File: src/rtl/synth_frame_mixer_seq.sv
// Frame sequencer that sweeps the {voice,env} slot index once per trigger and
// accumulates the returned signed samples into NUM_CH saturated output buses.
module synth_frame_mixer_seq #(
  parameter int VOICES  = 32,
  parameter int V_ENVS  = 16,
  parameter int V_WIDTH = (VOICES > 1) ? $clog2(VOICES) : 1,
  parameter int E_WIDTH = (V_ENVS > 1) ? $clog2(V_ENVS) : 1,
  parameter int NUM_CH  = 4,
  parameter int C_WIDTH = (NUM_CH > 1) ? $clog2(NUM_CH) : 1,
  parameter int IN_W    = 17,
  parameter int OUT_W   = 24,
  parameter int LAT     = 2,
  parameter int SHIFT   = 4
) (
  input  logic                         AUDIO_CLK,
  input  logic                         reset_reg_N,
  input  logic                         trig,
  output logic                         busy,
  output logic [V_WIDTH+E_WIDTH-1:0]   xxxx,
  output logic                         slot_valid,
  output logic                         xxxx_zero,
  input  logic [IN_W-1:0]              sample_in,
  input  logic [C_WIDTH-1:0]           ch_sel,
  output logic [NUM_CH*OUT_W-1:0]      ch_out,
  output logic                         out_valid,
  output logic [NUM_CH-1:0]            clip,
  output logic                         overrun
);

  localparam int SW    = V_WIDTH + E_WIDTH;
  localparam int SLOTS = VOICES * V_ENVS;
  localparam int ACC_W = IN_W + V_WIDTH + E_WIDTH;
  localparam int EW    = ((ACC_W > OUT_W) ? ACC_W : OUT_W) + 1;
  localparam int DW    = (LAT > 1) ? $clog2(LAT) : 1;

  localparam logic [SW-1:0]        LAST_SLOT = SW'(SLOTS - 1);
  localparam logic [DW-1:0]        LAST_DRN  = DW'(LAT - 1);
  localparam logic signed [EW-1:0] SAT_MAX   = EW'((64'sd1 <<< (OUT_W - 1)) - 64'sd1);
  localparam logic signed [EW-1:0] SAT_MIN   = ~SAT_MAX;

  typedef enum logic [1:0] {
    ST_IDLE    = 2'd0,
    ST_SWEEP   = 2'd1,
    ST_DRAIN   = 2'd2,
    ST_PUBLISH = 2'd3
  } state_t;

  state_t                     state_q;
  logic [SW-1:0]              xxxx_q;
  logic                       slot_valid_q;
  logic                       xxxx_zero_q;
  logic                       busy_q;
  logic [DW-1:0]              drain_q;
  logic                       out_valid_q;
  logic                       overrun_q;
  logic [NUM_CH*OUT_W-1:0]    ch_out_q;
  logic [NUM_CH-1:0]          clip_q;
  logic [LAT-1:0]             vpipe_q;
  logic signed [ACC_W-1:0]    acc_q [NUM_CH];

  logic                       frame_start_s;
  logic signed [ACC_W-1:0]    sample_ext_s;
  logic [OUT_W:0]             sat_s [NUM_CH];

  // Returns {clipped, value} for an accumulator after the output scaling shift.
  function automatic logic [OUT_W:0] sat_fn(input logic signed [ACC_W-1:0] acc);
    logic signed [ACC_W-1:0] shifted;
    logic signed [EW-1:0]    wide;
    shifted = acc >>> SHIFT;
    wide    = {{(EW - ACC_W){shifted[ACC_W-1]}}, shifted};
    if (wide > SAT_MAX) begin
      return {1'b1, SAT_MAX[OUT_W-1:0]};
    end else if (wide < SAT_MIN) begin
      return {1'b1, SAT_MIN[OUT_W-1:0]};
    end else begin
      return {1'b0, wide[OUT_W-1:0]};
    end
  endfunction

  assign frame_start_s = (state_q == ST_IDLE) && trig;
  assign sample_ext_s  = {{(ACC_W - IN_W){sample_in[IN_W-1]}}, sample_in};

  // Saturated view of every accumulator, consumed in the publish cycle.
  always_comb begin
    for (int c = 0; c < NUM_CH; c++) begin
      sat_s[c] = sat_fn(acc_q[c]);
    end
  end

  // Frame sequencer with all externally visible status registered.
  always_ff @(posedge AUDIO_CLK) begin
    if (!reset_reg_N) begin
      state_q      <= ST_IDLE;
      xxxx_q       <= '0;
      slot_valid_q <= 1'b0;
      xxxx_zero_q  <= 1'b0;
      busy_q       <= 1'b0;
      drain_q      <= '0;
      out_valid_q  <= 1'b0;
      overrun_q    <= 1'b0;
      ch_out_q     <= '0;
      clip_q       <= '0;
    end else begin
      out_valid_q <= 1'b0;
      if (trig && (state_q != ST_IDLE)) begin
        overrun_q <= 1'b1;
      end
      case (state_q)
        ST_IDLE: begin
          if (trig) begin
            state_q      <= ST_SWEEP;
            xxxx_q       <= '0;
            slot_valid_q <= 1'b1;
            xxxx_zero_q  <= 1'b1;
            busy_q       <= 1'b1;
          end
        end
        ST_SWEEP: begin
          xxxx_zero_q <= 1'b0;
          if (xxxx_q == LAST_SLOT) begin
            state_q      <= ST_DRAIN;
            xxxx_q       <= '0;
            slot_valid_q <= 1'b0;
            drain_q      <= '0;
          end else begin
            xxxx_q <= xxxx_q + SW'(1);
          end
        end
        // Wait for the last in-flight sample to come back from the pipeline.
        ST_DRAIN: begin
          if (drain_q == LAST_DRN) begin
            state_q <= ST_PUBLISH;
          end else begin
            drain_q <= drain_q + DW'(1);
          end
        end
        ST_PUBLISH: begin
          state_q     <= ST_IDLE;
          busy_q      <= 1'b0;
          out_valid_q <= 1'b1;
          for (int c = 0; c < NUM_CH; c++) begin
            ch_out_q[c*OUT_W +: OUT_W] <= sat_s[c][OUT_W-1:0];
            clip_q[c]                  <= sat_s[c][OUT_W];
          end
        end
        default: begin
          state_q      <= ST_IDLE;
          busy_q       <= 1'b0;
          slot_valid_q <= 1'b0;
          xxxx_zero_q  <= 1'b0;
        end
      endcase
    end
  end

  // Delayed slot_valid marks which sample_in beats belong to the current sweep.
  always_ff @(posedge AUDIO_CLK) begin
    if (!reset_reg_N) begin
      vpipe_q <= '0;
      for (int c = 0; c < NUM_CH; c++) begin
        acc_q[c] <= '0;
      end
    end else begin
      vpipe_q <= LAT'({vpipe_q, slot_valid_q});
      for (int c = 0; c < NUM_CH; c++) begin
        if (frame_start_s) begin
          acc_q[c] <= '0;
        end else if (vpipe_q[LAT-1] && (ch_sel == C_WIDTH'(c))) begin
          acc_q[c] <= acc_q[c] + sample_ext_s;
        end
      end
    end
  end

  assign busy       = busy_q;
  assign xxxx       = xxxx_q;
  assign slot_valid = slot_valid_q;
  assign xxxx_zero  = xxxx_zero_q;
  assign ch_out     = ch_out_q;
  assign out_valid  = out_valid_q;
  assign clip       = clip_q;
  assign overrun    = overrun_q;

endmodule

File: config.mk
export PLATFORM = sky130hd
export DESIGN_NAME = synth_frame_mixer_seq
export DESIGN_NICKNAME = d
export VERILOG_FILES = /design/src/rtl/synth_frame_mixer_seq.sv
export SDC_FILE = /design/constraint.sdc
export NUM_CORES = 1
export LEC_CHECK = 0
export CORE_UTILIZATION = 58
export DETAILED_ROUTE_END_ITERATION = 10
export GPL_TIMING_DRIVEN = 0
export HOLD_SLACK_MARGIN = 0.1
export MAX_ROUTING_LAYER = met4
export PLACE_DENSITY = 0.83
export RECOVER_POWER = 100
export SYNTH_ARGS = -nofsm -noshare
export SYNTH_HDL_FRONTEND = slang
export SYNTH_SLANG_ARGS = --single-unit
export TNS_END_PERCENT = 100
File: constraint.sdc
create_clock -name AUDIO_CLK -period 3.64 [get_ports AUDIO_CLK]
set_input_delay 0.91 -clock AUDIO_CLK [delete_from_list [all_inputs] [get_ports AUDIO_CLK]]
set_output_delay 0.91 -clock AUDIO_CLK [all_outputs]
set_load 0.05 [all_outputs]
==> results_dict.tcl <==
set metrics [dict create \
    mappedNetlistArea_mm2 0.0130 \
    yosysTopAreaCellShare_pct 24.1 \
    grt_max_degree 38 \
    relSlewSlack_pct 35.5 \
    drt-initial-drc-count 595 \
    ioPinCount 136 \
    antenna_found_initial 1 \
    ys_types 74 \
    synth_compound_area_share_pct 16.3 \
    swShare_pct 34.7 \
    final_max_slew_viol_count 0 \
    synth.area.top_cells "edfxtp_1, dfxtp_1, ha_1" \
    synthAdderAreaFrac_pct 10.9 \
    synth_seq_area_share_pct 41.3 \
    place.gp.congestion 0.898 \
    grt_overflow 0 \
    power.density_mw_per_mm2 554 \
    cp.arrival_ns 3.80 \
    yosys_warnings 0 \
    clock_path_buffers 3 \
    via_count 10500 \
    cts_buffers 23 \
    status "completed" \
    critPathBufInv 1 \
    drcViolationCount 0 \
    dieHeight_um 151 \
    area_growth_pct 19.9 \
    clock-root-buffer "clkbuf_16" \
    final.min_clock_period_ns 3.54 \
    rsz0062_at_grt "false" \
    wirelength_mm 31.8 \
    initial_utilization_pct 59.2 \
    max_slew.worst_pin.slew_ns 0.968 \
    critPathMaxFanout 6 \
    nFillCells 1654 \
    yosys-top-cells-count "nor2_1, dfxtp_1, ha_1" \
    grt_pass1_vias 9763 \
    hold_path.class "reg2reg" \
    syn_inst 1333 \
    clk_latency_ns 0.52 \
    layout-drive-gt1-share_pct 4.71 \
    die_w_um 151 \
    critical-path-top-cell-by-count "o21ai_0" \
    leakagePower_nw 6.34 \
    core_mm2 0.0219 \
    power.switching_mw 2.98 \
    finalCritPeriodShare_pct 97.3 \
    final_nets 1623 \
    p_comb_share_pct 34.1 \
    critPathSlowestCell "dlygate4sd3_1" \
    clockPowerShare_pct 30.1 \
    cp_slowest_stage_delay_ns 0.93 \
    yosysMostFrequentCell "nor2_1" \
    synth_top_cell_by_area "edfxtp_1" \
    io_buffer_count 131 \
    synth_top_family_by_area "compound AO/OA/AOI/OAI gates" \
    pwr-share-seq_pct 35.8 \
    rows 54 \
    setup_viol 0 \
    crit_type "in2reg" \
    finalHoldViolations 0 \
    hpwl_mm 22.7 \
    dr.pass1.iters 5 \
    crit_family "buffers and inverters" \
    synth_edf_count 104 \
    finalCoreUtilization_pct 70.9 \
    antenna_left 0 \
    cts_sinks 215 \
    synth-seq-cells 215 \
    worstSetupStartpointType "input pin" \
    post_drt_wl_per_cell_um 17.8 \
    h-tree-depth 1 \
    whs_ns 0.444 \
    synth_xor_area_share_pct 5.88 \
    crit_chain "dlygate4sd3_1 > ha_1 > o21ai_0 > nor2_1 > or4_1 > a32oi_1 > a41o_1 > o21ai_0 > nor3b_1" \
    reg2reg_slack_ns 0.45 \
    synth_ff_type "dfxtp_1" \
    ys_async_sr_fraction_pct 0 \
    syn_avg_cell_area_um2 9.72 \
    synthMuxAreaShare_pct 6.65 \
    grt_first_pass_wirelength_mm 50.2 \
    synthSimpleGateAreaFrac_pct 16.2 \
    tritoncts "built" \
    grt_use_total_pct 28.7 \
    clk_pin_slew_ns 0.06 \
    maxCapViolCount 0 \
    vias_per_cell 5.85 \
    die_area_mm2 0.0229 \
    cp.required_ns 3.90 \
    cts_setup_buffers 0 \
    peakVddDrop_mv 0.426 \
    intPower_mw 5.62 \
    fmax_mhz 282 \
    end_kind "flip-flop" \
    finClkSkew_ns 0.0226 \
]
-- cells by family after synthesis --
logic type,count (synthesis)
simple gates,419
compound gates,326
flops,215
fa+ha+maj,110
buf+inv,89
xor+xnor,87
mux,86
other cells,1
-- registers in the layout (all words and copies together) (netlist names) --
name        cells
xxxx_zero       1
ch_out         92
xxxx            9
vpipe_q         2
acc_q         104
state_q         2
busy            1
out_valid       1
overrun         1
drain_q         1
slot_valid      1
-- per-stage QoR --
stage / area, µm² / TNS (ns) / cells / power [mW] / setup WS, ns
after floorplan: 13000 / 0 / 1336 / 5.32 / 0.455
after global placement: 14600 / -94.88 / 1747 / 5.95 / -1.36
after detailed placement: 14600 / -81.43 / 1747 / 6.02 / -0.799
after CTS: 15500 / 0 / 1789 / 8.62 / 0.00574
after global routing: 15500 / 0 / 1789 / 9.04 / 0.0155
final: 15500 / 0 / 1789 / 8.60 / 0.100
-- what timing repair did --
action / in CTS / in global routing
setup endpoints to repair: 104 / 92
resized for setup: 5 / 19
gates cloned: 0 / 0
hold buffers: 0 / 0
pin swaps: 0 / 1
-- routing by layer --
metal	vias up	track usage [%]	part of all wire, %
li1	5136	-	-
met4	0	12.6	4.3
met5	-	-	0
met2	336	45.0	45
met1	4933	37.7	44
met3	61	3.11	6.1
-- placed cells by master (no fill, tap or decap), types with 11 or more instances in the layout --
master	n
o21ai_0	54
nand2_1	59
clkbuf_16	26
dlygate4sd3_1	114
o21bai_1	11
ha_1	106
nor2b_1	96
nand2b_1	25
clkbuf_1	45
nand3_1	18
nor2_1	140
dfxtp_1	111
inv_1	31
a21oi_1	95
a21o_1	36
a211oi_1	16
mux2i_1	85
xnor2_1	43
nand4_1	17
o21ai_1	20
nor3_1	22
xor2_1	44
o21a_1	21
edfxtp_1	104
-- worst register-to-register path: cells and delay by family (launching register included) --
kind                     cells  cell delay (ns)
adder cells (fa/ha/maj)      1             0.29
buffers and inverters        2             0.48
AND/OR/NAND/NOR              4             1.66
flip-flops                   1             0.38
-- cell type report --
cell class | instances | area (µm²) | area share, %
timing repair buffer | 131 | 1330 | 8.56
clock buffer | 32 | 683 | 4.40
tap | 280 | 350 | 2.26
sequential | 215 | 5350 | 34.4
inverter | 33 | 124 | 0.798
antenna | 1 | 2.50 | 0.0161
clock inverter | 10 | 156 | 1.01
buffer | 55 | 239 | 1.54
multi-input combinational | 1032 | 7300 | 47.0
-- final timing paths --
path,start,endpoint,depth (start not counted)
max,sample_in[14],acc_q[2][25],9
min,vpipe_q[0],vpipe_q[1],1
max reg2reg,state_q[0],acc_q[3][14],7
min reg2reg,vpipe_q[0],vpipe_q[1],1
-- power by group through the flow --
stage          Sequential (mW)  Combinational [mW]  Clock (mW)
6_report                  3.08                2.93        2.59
2_1_floorplan             3.27                2.06           0
5_1_grt                   3.11                3.22        2.71
4_1_cts                   3.08                2.92        2.62
3_5_place_dp              3.14                2.89           0
3_3_place_gp              3.13                2.83           0
(Power assumes the default switching activity.)
